File: src/rtl/dcache_ctrl_if.sv
// Core data port and main-memory port of the direct-mapped data cache.
// Bytes are big-endian: element [0] of a word is bits 31:24.
interface dcache_ctrl_if;
  logic             core_rd;
  logic             core_wr;
  logic [31:0]      core_addr;
  logic [0:3][7:0]  core_wdata;
  logic [0:3][7:0]  core_rdata;
  logic             core_stall;
  logic             mem_req;
  logic             mem_we;
  logic [31:0]      mem_addr;
  logic [31:0]      mem_wdata;
  logic [31:0]      mem_rdata;
  logic             mem_ack;

  modport slave (
    input  core_rd, core_wr, core_addr, core_wdata, mem_rdata, mem_ack,
    output core_rdata, core_stall, mem_req, mem_we, mem_addr, mem_wdata
  );

  modport master (
    output core_rd, core_wr, core_addr, core_wdata, mem_rdata, mem_ack,
    input  core_rdata, core_stall, mem_req, mem_we, mem_addr, mem_wdata
  );
endinterface

File: src/rtl/dcache_ctrl.sv
// Direct-mapped, write-through, no-write-allocate data cache controller.
//
// state | meaning
// IDLE  | serve read hits combinationally; launch fill on read miss or write-through on store
// FILL  | fetch the whole line word by word; line stays invalid until the last ack
// WRITE | write-through of the store; cache word updated on ack only if the line hits
// WDONE | one unstalled cycle so the core retires the store
module dcache_ctrl #(
  parameter int IDX_BITS = 4,
  parameter int OFF_BITS = 2
) (
  input logic         clk,
  input logic         rst_b,
  dcache_ctrl_if.slave bus
);
  localparam int LINES    = 1 << IDX_BITS;
  localparam int WORDS    = 1 << OFF_BITS;
  localparam int TAG_BITS = 32 - IDX_BITS - OFF_BITS - 2;

  typedef enum logic [1:0] {IDLE, FILL, WRITE, WDONE} state_t;

  state_t               state;
  logic [OFF_BITS-1:0]  cnt;
  logic [OFF_BITS-1:0]  cnt_nxt;
  logic [LINES-1:0]     valid;
  logic [TAG_BITS-1:0]  tag_mem  [LINES];
  logic [31:0]          data_mem [LINES][WORDS];

  logic [OFF_BITS-1:0]  off;
  logic [IDX_BITS-1:0]  idx;
  logic [TAG_BITS-1:0]  tag;
  logic                 line_hit;
  logic                 rd_req;
  logic                 wr_req;
  logic                 ack;
  logic                 stall;
  logic [31:0]          rdata;
  logic                 unused_addr_bits;

  assign off              = bus.core_addr[OFF_BITS+1:2];
  assign idx              = bus.core_addr[IDX_BITS+OFF_BITS+1:OFF_BITS+2];
  assign tag              = bus.core_addr[31:IDX_BITS+OFF_BITS+2];
  assign unused_addr_bits = ^bus.core_addr[1:0];

  assign line_hit = valid[idx] && (tag_mem[idx] == tag);
  assign wr_req   = bus.core_wr;
  assign rd_req   = bus.core_rd && !bus.core_wr;
  // an ack with no request outstanding is stale and must not advance anything
  assign ack      = bus.mem_ack && bus.mem_req;
  assign cnt_nxt  = cnt + 1'b1;

  always_comb begin
    stall = 1'b0;
    rdata = '0;
    case (state)
      IDLE: begin
        if (wr_req) begin
          stall = 1'b1;
        end else if (rd_req) begin
          if (line_hit) rdata = data_mem[idx][off];
          else          stall = 1'b1;
        end
      end
      FILL, WRITE: stall = 1'b1;
      default:     stall = 1'b0;
    endcase
  end

  assign bus.core_stall = stall;
  assign bus.core_rdata = rdata;

  always_ff @(posedge clk or negedge rst_b) begin
    if (!rst_b) begin
      state         <= IDLE;
      valid         <= '0;
      cnt           <= '0;
      bus.mem_req   <= 1'b0;
      bus.mem_we    <= 1'b0;
      bus.mem_addr  <= '0;
      bus.mem_wdata <= '0;
    end else begin
      case (state)
        IDLE: begin
          if (wr_req) begin
            state         <= WRITE;
            bus.mem_req   <= 1'b1;
            bus.mem_we    <= 1'b1;
            bus.mem_addr  <= {bus.core_addr[31:2], 2'b00};
            bus.mem_wdata <= bus.core_wdata;
          end else if (rd_req && !line_hit) begin
            state        <= FILL;
            cnt          <= '0;
            bus.mem_req  <= 1'b1;
            bus.mem_we   <= 1'b0;
            bus.mem_addr <= {bus.core_addr[31:OFF_BITS+2], {OFF_BITS{1'b0}}, 2'b00};
          end
        end
        FILL: begin
          if (ack) begin
            cnt <= cnt_nxt;
            if (&cnt) begin
              valid[idx]  <= 1'b1;
              state       <= IDLE;
              bus.mem_req <= 1'b0;
            end else begin
              bus.mem_addr <= {bus.core_addr[31:OFF_BITS+2], cnt_nxt, 2'b00};
            end
          end
        end
        WRITE: begin
          if (ack) begin
            state       <= WDONE;
            bus.mem_req <= 1'b0;
          end
        end
        WDONE:   state <= IDLE;
        default: state <= IDLE;
      endcase
    end
  end

  // tag and data storage carry no reset; valid bits alone qualify them
  always_ff @(posedge clk) begin
    if (state == FILL && ack) begin
      data_mem[idx][cnt] <= bus.mem_rdata;
      if (&cnt) tag_mem[idx] <= tag;
    end
    if (state == WRITE && ack && line_hit) begin
      data_mem[idx][off] <= bus.core_wdata;
    end
  end
endmodule

File: src/flat_wrapper.sv
// flat-port wrapper written by rule: the top's interface ports become plain ports
module dcache_ctrl_flat 
#(
  parameter int IDX_BITS = 4,
  parameter int OFF_BITS = 2
)
  (clk, rst_b, bus_core_rd, bus_core_wr, bus_core_addr, bus_core_wdata, bus_mem_rdata, bus_mem_ack, bus_core_rdata, bus_core_stall, bus_mem_req, bus_mem_we, bus_mem_addr, bus_mem_wdata);
  dcache_ctrl_if bus_i ();
  input logic clk;
  input logic rst_b;
  input wire logic [$bits(bus_i.core_rd)-1:0] bus_core_rd;
  input wire logic [$bits(bus_i.core_wr)-1:0] bus_core_wr;
  input wire logic [$bits(bus_i.core_addr)-1:0] bus_core_addr;
  input wire logic [$bits(bus_i.core_wdata)-1:0] bus_core_wdata;
  input wire logic [$bits(bus_i.mem_rdata)-1:0] bus_mem_rdata;
  input wire logic [$bits(bus_i.mem_ack)-1:0] bus_mem_ack;
  output wire logic [$bits(bus_i.core_rdata)-1:0] bus_core_rdata;
  output wire logic [$bits(bus_i.core_stall)-1:0] bus_core_stall;
  output wire logic [$bits(bus_i.mem_req)-1:0] bus_mem_req;
  output wire logic [$bits(bus_i.mem_we)-1:0] bus_mem_we;
  output wire logic [$bits(bus_i.mem_addr)-1:0] bus_mem_addr;
  output wire logic [$bits(bus_i.mem_wdata)-1:0] bus_mem_wdata;
  assign bus_i.core_rd = bus_core_rd;
  assign bus_i.core_wr = bus_core_wr;
  assign bus_i.core_addr = bus_core_addr;
  assign bus_i.core_wdata = bus_core_wdata;
  assign bus_i.mem_rdata = bus_mem_rdata;
  assign bus_i.mem_ack = bus_mem_ack;
  assign bus_core_rdata = bus_i.core_rdata;
  assign bus_core_stall = bus_i.core_stall;
  assign bus_mem_req = bus_i.mem_req;
  assign bus_mem_we = bus_i.mem_we;
  assign bus_mem_addr = bus_i.mem_addr;
  assign bus_mem_wdata = bus_i.mem_wdata;
  dcache_ctrl #(.IDX_BITS(IDX_BITS), .OFF_BITS(OFF_BITS)) u_core (.clk(clk), .rst_b(rst_b), .bus(bus_i));
endmodule
File: config.mk
export PLATFORM = sky130hd
export DESIGN_NAME = dcache_ctrl_flat
export DESIGN_NICKNAME = d
export VERILOG_FILES = /design/src/rtl/dcache_ctrl_if.sv /design/src/rtl/dcache_ctrl.sv /design/src/flat_wrapper.sv
export SDC_FILE = /design/constraint.sdc
export NUM_CORES = 2
export LEC_CHECK = 0
export ABC_AREA = 0
export CORE_MARGIN = 4
export CORE_UTILIZATION = 38
export DETAILED_ROUTE_END_ITERATION = 10
export GPL_TIMING_DRIVEN = 0
export PLACE_DENSITY = 0.62
export SETUP_SLACK_MARGIN = 0.4
export SYNTH_ARGS = -nofsm -noshare
export SYNTH_HDL_FRONTEND = slang
export SYNTH_SLANG_ARGS = --single-unit
File: constraint.sdc
create_clock -name clk -period 9.4 [get_ports clk]
set_clock_uncertainty 0.1 [all_clocks]
set_input_delay 0.94 -clock clk [delete_from_list [all_inputs] [get_ports clk]]
set_output_delay 0.94 -clock clk [all_outputs]
set_load 0.01 [all_outputs]
* After elaboration in Yosys (flattened, before gate mapping) *
Memories as Yosys holds them, arrays and structs flattened.
Cells that the tools add are included.

storage, ports and cells
  register bits after elaboration = 86
  latch bits = 0
  bits in writable memories = 2432
  memory bits (read-only) = 0
  bits of input ports = 101
  output and inout bits = 99
  logic and storage cells = 360
  memories kept = 2

operators by class
  add/sub/neg operators = 1
  multiply operators = 0
  div/mod/pow operators = 0
  magnitude comparators = 6
  equality and inequality tests = 11
  shift operators = 0
  muxes and demuxes = 177
  bitwise logic cells = 131
  reduce and logical (&&, ||, !) cells = 25

memories
  memory           depth  width  rd ports  clocked after memory_dff  wr ports  line               RTL
  u_core.data_mem  16     128    1         0                         1         dcache_ctrl.sv:27  logic [31:0] data_mem [LINES][WORDS];
  u_core.tag_mem   16     24     1         0                         1         dcache_ctrl.sv:26  logic [TAG_BITS-1:0] tag_mem [LINES];

operators by type and width
  operator                                                                      count
  32-bit 2-to-1 mux                                                             12
  128-bit 2-to-1 mux                                                            2
  1-bit 2-to-1 mux                                                              145
  32-bit demux with 2-bit select                                                2
  1-bit OR                                                                      128
  32-bit binary-select mux with 2-bit select                                    1
  32-bit one-hot mux with 2 select lines                                        1
  24-bit == test                                                                1
  2-bit 2-to-1 mux                                                              8
  16-bit OR                                                                     1
  4-bit AND reduction                                                           4
  1-bit logical AND                                                             10
  2-bit by 1-bit inequality test with 1-bit output, second input constant       4
  2-bit one-hot mux with 4 select lines                                         1
  3-bit >= comparator, second input constant                                    2
  3-bit by 1-bit less-than comparator with 1-bit output, second input constant  2
  2-bit NOT with 3-bit output                                                   2
  2-bit AND reduction                                                           3
  4-bit by 5-bit less-than comparator with 1-bit output, second input constant  1
  5-bit AND reduction                                                           1
  1-bit binary-select mux with 4-bit select                                     1
  1-bit demux with 4-bit select                                                 1
  2-bit == test, second input constant                                          2
  4-bit by 1-bit >= comparator with 1-bit output, second input constant         1
  12 further kinds                                                              15

* Logic depth before layout (Yosys ltp) *
  depth after elaboration = 8
  gate-level depth with buffers = 16
  gate-level depth less buffers = 9

* Least setup slack after synthesis *
Ideal clock, no wire load.

  path kind = input to register
  start = input bus_core_addr[5]
  end = memory u_core.data_mem[12][64] (netlist bit) (enable)
  setup time = 0.421 ns
  arrival = 5.210 ns
  data required time = 8.879 ns
  path slack = 3.668 ns
  stages = 14
  path buffers = 5
  cells stage by stage = buf_6 > buf_6 > buf_6 > mux4_2 > mux2i_1 > mux2i_1 > xor2_1 > or4_4 > nor4_4 > nand4_2 > and2_1 > buf_2 > buf_6 > nor2_1

between the ends
  word-level cells in the longest chain between the ends = 7
  elaborated cells between the ends (all ways) = 9
  classes of those cells = 1 x eq/ne; 4 x mux; 1 x bitwise; 2 x reduce/logical; 1 x memory

RTL lines
  element                                                                               line                RTL
  start: declaration                                                                    flat_wrapper.sv:13  input wire logic [$bits(bus_i.core_addr)-1:0] bus_core_addr;
  memory read 16 x 24 bit or 1-bit binary-select mux with 4-bit select (tied branches)  -
  24-bit == test or 1-bit 2-to-1 mux (tied branches)                                    dcache_ctrl.sv:45   assign line_hit = valid[idx] && (tag_mem[idx] == tag);
  1-bit logical AND                                                                     dcache_ctrl.sv:45
  1-bit logical AND                                                                     dcache_ctrl.sv:128  if (state == WRITE && ack && line_hit) begin
  1-bit 2-to-1 mux                                                                      dcache_ctrl.sv:128
  128-bit 2-to-1 mux (not written as such)                                              dcache_ctrl.sv:129  data_mem[idx][off] <= bus.core_wdata;
  1-bit OR (no source line)                                                             -
  end: declaration                                                                      dcache_ctrl.sv:27

Parallel ways exist; a longest one is shown, timed or not. The select of a mux whose other input is x is not followed.

* Final worst setup path *
  start = input bus_core_addr[7]
  end = output bus_core_rdata[30]

between the ends
  word-level cells in the longest chain between the ends = 8
  elaborated cells between the ends (all ways) = 13
  classes of those cells = 1 x eq/ne; 9 x mux; 1 x reduce/logical; 2 x memory

RTL lines
  element                                               line                RTL
  memory read 16 x 128 bit                              -
  32-bit binary-select mux with 2-bit select            dcache_ctrl.sv:60   if (line_hit) rdata = data_mem[idx][off];
  32-bit 2-to-1 mux (not written as such) (2 in a row)  dcache_ctrl.sv:60
  32-bit 2-to-1 mux (*)                                 dcache_ctrl.sv:60
  32-bit 2-to-1 mux (*)                                 dcache_ctrl.sv:59   end else if (rd_req) begin
  32-bit 2-to-1 mux (*)                                 dcache_ctrl.sv:57   if (wr_req) begin
  32-bit 2-to-1 mux (*)                                 dcache_ctrl.sv:55   case (state)
  end: declaration                                      flat_wrapper.sv:17  output wire logic [$bits(bus_i.core_rdata)-1:0] bus_core_rdata;

Every way passes the cells marked *; elsewhere a longest branch is shown, timed or not. The select of a mux whose other input is x is not followed.

==> impl_metrics.env <==
export IMPL_status="complete, no violations"
export IMPL_final_cell_count_no_fill=8318
export IMPL_p_sw_share_pct=22.3
export IMPL_crit_path_end_kind="primary output"
export IMPL_ys_top_cells_by_area="edfxtp_1, mux4_2, dfrtp_1"
export IMPL_drive_gt1_share_pct=31.9
export IMPL_r2r_start="u_core.tag_mem[0][17]"
export IMPL_path_clk_slew_ns=0.06
export IMPL_cpMostUsedCell="clkbuf_1"
export IMPL_start_util_pct=38.3
export IMPL_slew_headroom_pct=4.60
export IMPL_fillers=21300
export IMPL_avgSynthCellArea_um2=23.6
export IMPL_numCtsBuffers=281
export IMPL_vias=48500
export IMPL_dp_cells=7836
export IMPL_synth_top_cell_area_share_pct=74.1
export IMPL_async_flop_share_pct=3.34
export IMPL_ff2ff_setup_slack_ns=3.49
export IMPL_powerDensity_nw_per_um2=217
export IMPL_cap_violations=0
export IMPL_synth_area_leader_cell="edfxtp_1"
export IMPL_initialDrtViolationCount=6621
export IMPL_root_buffer="clkbuf_16"
export IMPL_core_area_um2=257000
export IMPL_maxSlewViolCount=0
export IMPL_grt_first_pass_wirelength_mm=388
export IMPL_ys_seq_area_share_pct=76.3
export IMPL_cts_sinks=2516
export IMPL_ant_nets=0
export IMPL_die_h_um=517
export IMPL_rsz0062_at_grt="no"
export IMPL_critPathTopFamily="buffers and inverters"
export IMPL_layout_min_cycle_time_ns=8.48
export IMPL_multi_input_area_um2=22900
export IMPL_wire_per_inst_um=33.7
export IMPL_grt_start_max_net_pins=66
export IMPL_p_leak_nw=36.1
export IMPL_final_nets=4846
export IMPL_fin_crit_sh_pct=90.2
export IMPL_path_depth=14
export IMPL_ir_drop_mv=0.219
export IMPL_ff2ff_path_depth=11
export IMPL_required_ns=8.36
export IMPL_numPortBuffers=188
export IMPL_worst_pin_slew_ns=1.43
export IMPL_cp_cell_sequence="buf_2 > buf_2 > inv_1 > clkbuf_1 > clkbuf_1 > nor3_1 > a311oi_1 > a41oi_1 > or4_1 > nor4_1 > nand4_1 > clkbuf_1 > nor2b_1 > clkdlybuf4s50_1"
export IMPL_regToRegEndpoint="u_core.data_mem[8][44]"
export IMPL_final_common_cell="edfxtp_1"
export IMPL_cpPeakStageDelay_ns=0.94
export IMPL_layout_common_cells="edfxtp_1, mux4_2, clkbuf_16, clkdlybuf4s50_1"
export IMPL_cellInternalPower_mw=19.5
export IMPL_syn_to_final_growth_pct=17.5
export IMPL_netlist_instances=4171
export IMPL_switchingPower_mw=5.60
export IMPL_hold_path_class="input pin to async pin"
export IMPL_p_clk_share_pct=40.7
export IMPL_drt_pass1_iterations=6
export IMPL_hpwlAfterDp_mm=189
export IMPL_combinationalPowerShare_pct=9.1
export IMPL_grtUsageTotal_pct=20.9
export IMPL_yosysWarnings=0
export IMPL_finish_utilization_pct=45.0
export IMPL_die_area_um2=267000
export IMPL_antenna_found_initial=30
export IMPL_synth_area_um2=98500
export IMPL_place_gp_congestion=0.847
export IMPL_first_global_vias=48600
export IMPL_seq_power_share_pct=50.2
export IMPL_clk_path_buf_depth=4
export IMPL_path_buf_inv=7
export IMPL_cts_setup_buffers=0
export IMPL_ys_types=69
export IMPL_tritoncts="done"
export IMPL_rows=186
export IMPL_setup_violations=0
export IMPL_path_class="input pin to primary output"
export IMPL_routed_wl_mm=280
export IMPL_synth_seq_cells=2516
export IMPL_startpoint_type="input pin"
export IMPL_cts_htree_levels=5
export IMPL_critPathSlowestCell="nand4_1"
export IMPL_synthFlopType="edfxtp_1"
export IMPL_die_w_um=517
export IMPL_drc=0
export IMPL_pin_count=200
export IMPL_max_freq_mhz=118
export IMPL_crit_arrival_ns=7.44
export IMPL_overflow=0
export IMPL_hold_viol=0
export IMPL_viasPerCell=5.83
export IMPL_clk_latency_ns=0.96
export IMPL_crit_path_max_fanout=10
export IMPL_synth_edff_count=2432
export IMPL_register_area_um2=75100
export IMPL_fin_setup_tns_ns=0
## power by group through the flow
| stage | combinational (mW) | sequential (mW) | clock [mW] |
|---|---|---|---|
| 6_report | 2.29 | 12.6 | 10.2 |
| 2_1_floorplan | 1.14 | 12.9 | 0 |
| 5_1_grt | 2.41 | 12.6 | 10.8 |
| 4_1_cts | 2.32 | 12.6 | 10.3 |
| 3_3_place_gp | 2.24 | 12.8 | 0 |
| 3_5_place_dp | 2.30 | 12.8 | 0 |
## registers in the layout, indices dropped and copies added, names as in the netlist
register / cells
u_core.bus.mem_req: 1
u_core.bus.mem_addr: 30
u_core.bus.mem_wdata: 32
u_core.bus.mem_we: 1
u_core.state: 2
u_core.cnt: 2
u_core.data_mem: 2048
u_core.tag_mem: 384
u_core.valid: 16
## routing by layer
| layer | track usage (%) | wire length [um] |
|---|---|---|
| met4 | 8.84 | 12800 |
| met2 | 32.7 | 133000 |
| met1 | 28.0 | 108000 |
| met5 | 0 | 99 |
| met3 | 5.06 | 26000 |
## synth_stat cells (3+ instances only)
cell type and number:
o211ai_1 3, a32oi_1 3, mux2i_1 83, nor2b_1 38, buf_4 8, o22ai_1 8, a2bb2oi_1 3, edfxtp_1 2432
nand2_1 35, xor2_1 14, inv_1 17, a22oi_1 12, a211oi_1 6, nor3_1 7, mux2_2 170, ha_1 9
mux2_4 30, buf_6 17, or3_1 4, buf_2 33, xnor2_1 9, or2_2 16, a221oi_1 4, and3_1 3
buf_1 54, and2_1 9, dfrtp_1 84, nand3_1 20, nand2b_1 3, nand4_1 4, a22o_1 7, nand4_2 4
a21oi_1 15, clkbuf_1 116, nor2_1 93, o21ai_0 14, mux4_2 742
## stage by stage
| stage | instance area [um2] | setup slack [ns] | hold slack (ns) | total power [mW] |
|---|---|---|---|---|
| after floorplan | 98500 | 3.67 | 0.334 | 14.0 |
| after global placement | 105000 | -0.221 | 0.346 | 15.1 |
| after detailed placement | 107000 | 0.694 | 0.352 | 15.1 |
| after CTS | 116000 | 0.679 | 0.307 | 25.2 |
| after global routing | 116000 | 0.891 | 0.328 | 25.8 |
| final | 116000 | 0.924 | 0.321 | 25.1 |
## worst max path at each step
| stage | slack [ns] | start | end |
|---|---|---|---|
| floorplan | 3.67 | bus_core_addr[5] | u_core.data_mem[12][64] |
| global placement | -0.22 | bus_core_addr[6] | u_core.data_mem[10][104] |
| detailed placement | 0.69 | bus_core_addr[6] | bus_core_rdata[30] |
| CTS | 0.68 | bus_core_addr[6] | bus_core_rdata[30] |
| global route | 0.89 | bus_core_addr[6] | bus_core_rdata[30] |
| finish | 0.92 | bus_core_addr[7] | bus_core_rdata[30] |
## layout make-up
| type | instances | area share, % |
|---|---|---|
| antenna | 21 | 0.0454 |
| buffer | 228 | 0.925 |
| clock buffer | 353 | 6.49 |
| clock inverter | 107 | 0.716 |
| inverter | 18 | 0.0584 |
| multi-input combinational | 1410 | 19.7 |
| sequential | 2516 | 64.9 |
| tap | 3384 | 3.66 |
| timing repair buffer | 281 | 3.46 |
## what timing repair did
item / 4_1_cts / 5_1_grt
hold buffers: 1 / 0
gates resized for setup: 0 / 0
endpoints found under the hold margin: 19 / 0
## kinds of logic after synthesis
group / Yosys count / synth area share [%]
mux: 1025 / 20.2
other cells: 1 / 0.00381
fa+ha+maj: 9 / 0.114
simple gates: 247 / 1.27
flops: 2516 / 76.3
xor+xnor: 23 / 0.205
compound gates: 104 / 0.777
buf+inv: 246 / 1.14
Note: power is estimated with default switching activity, not from simulation.
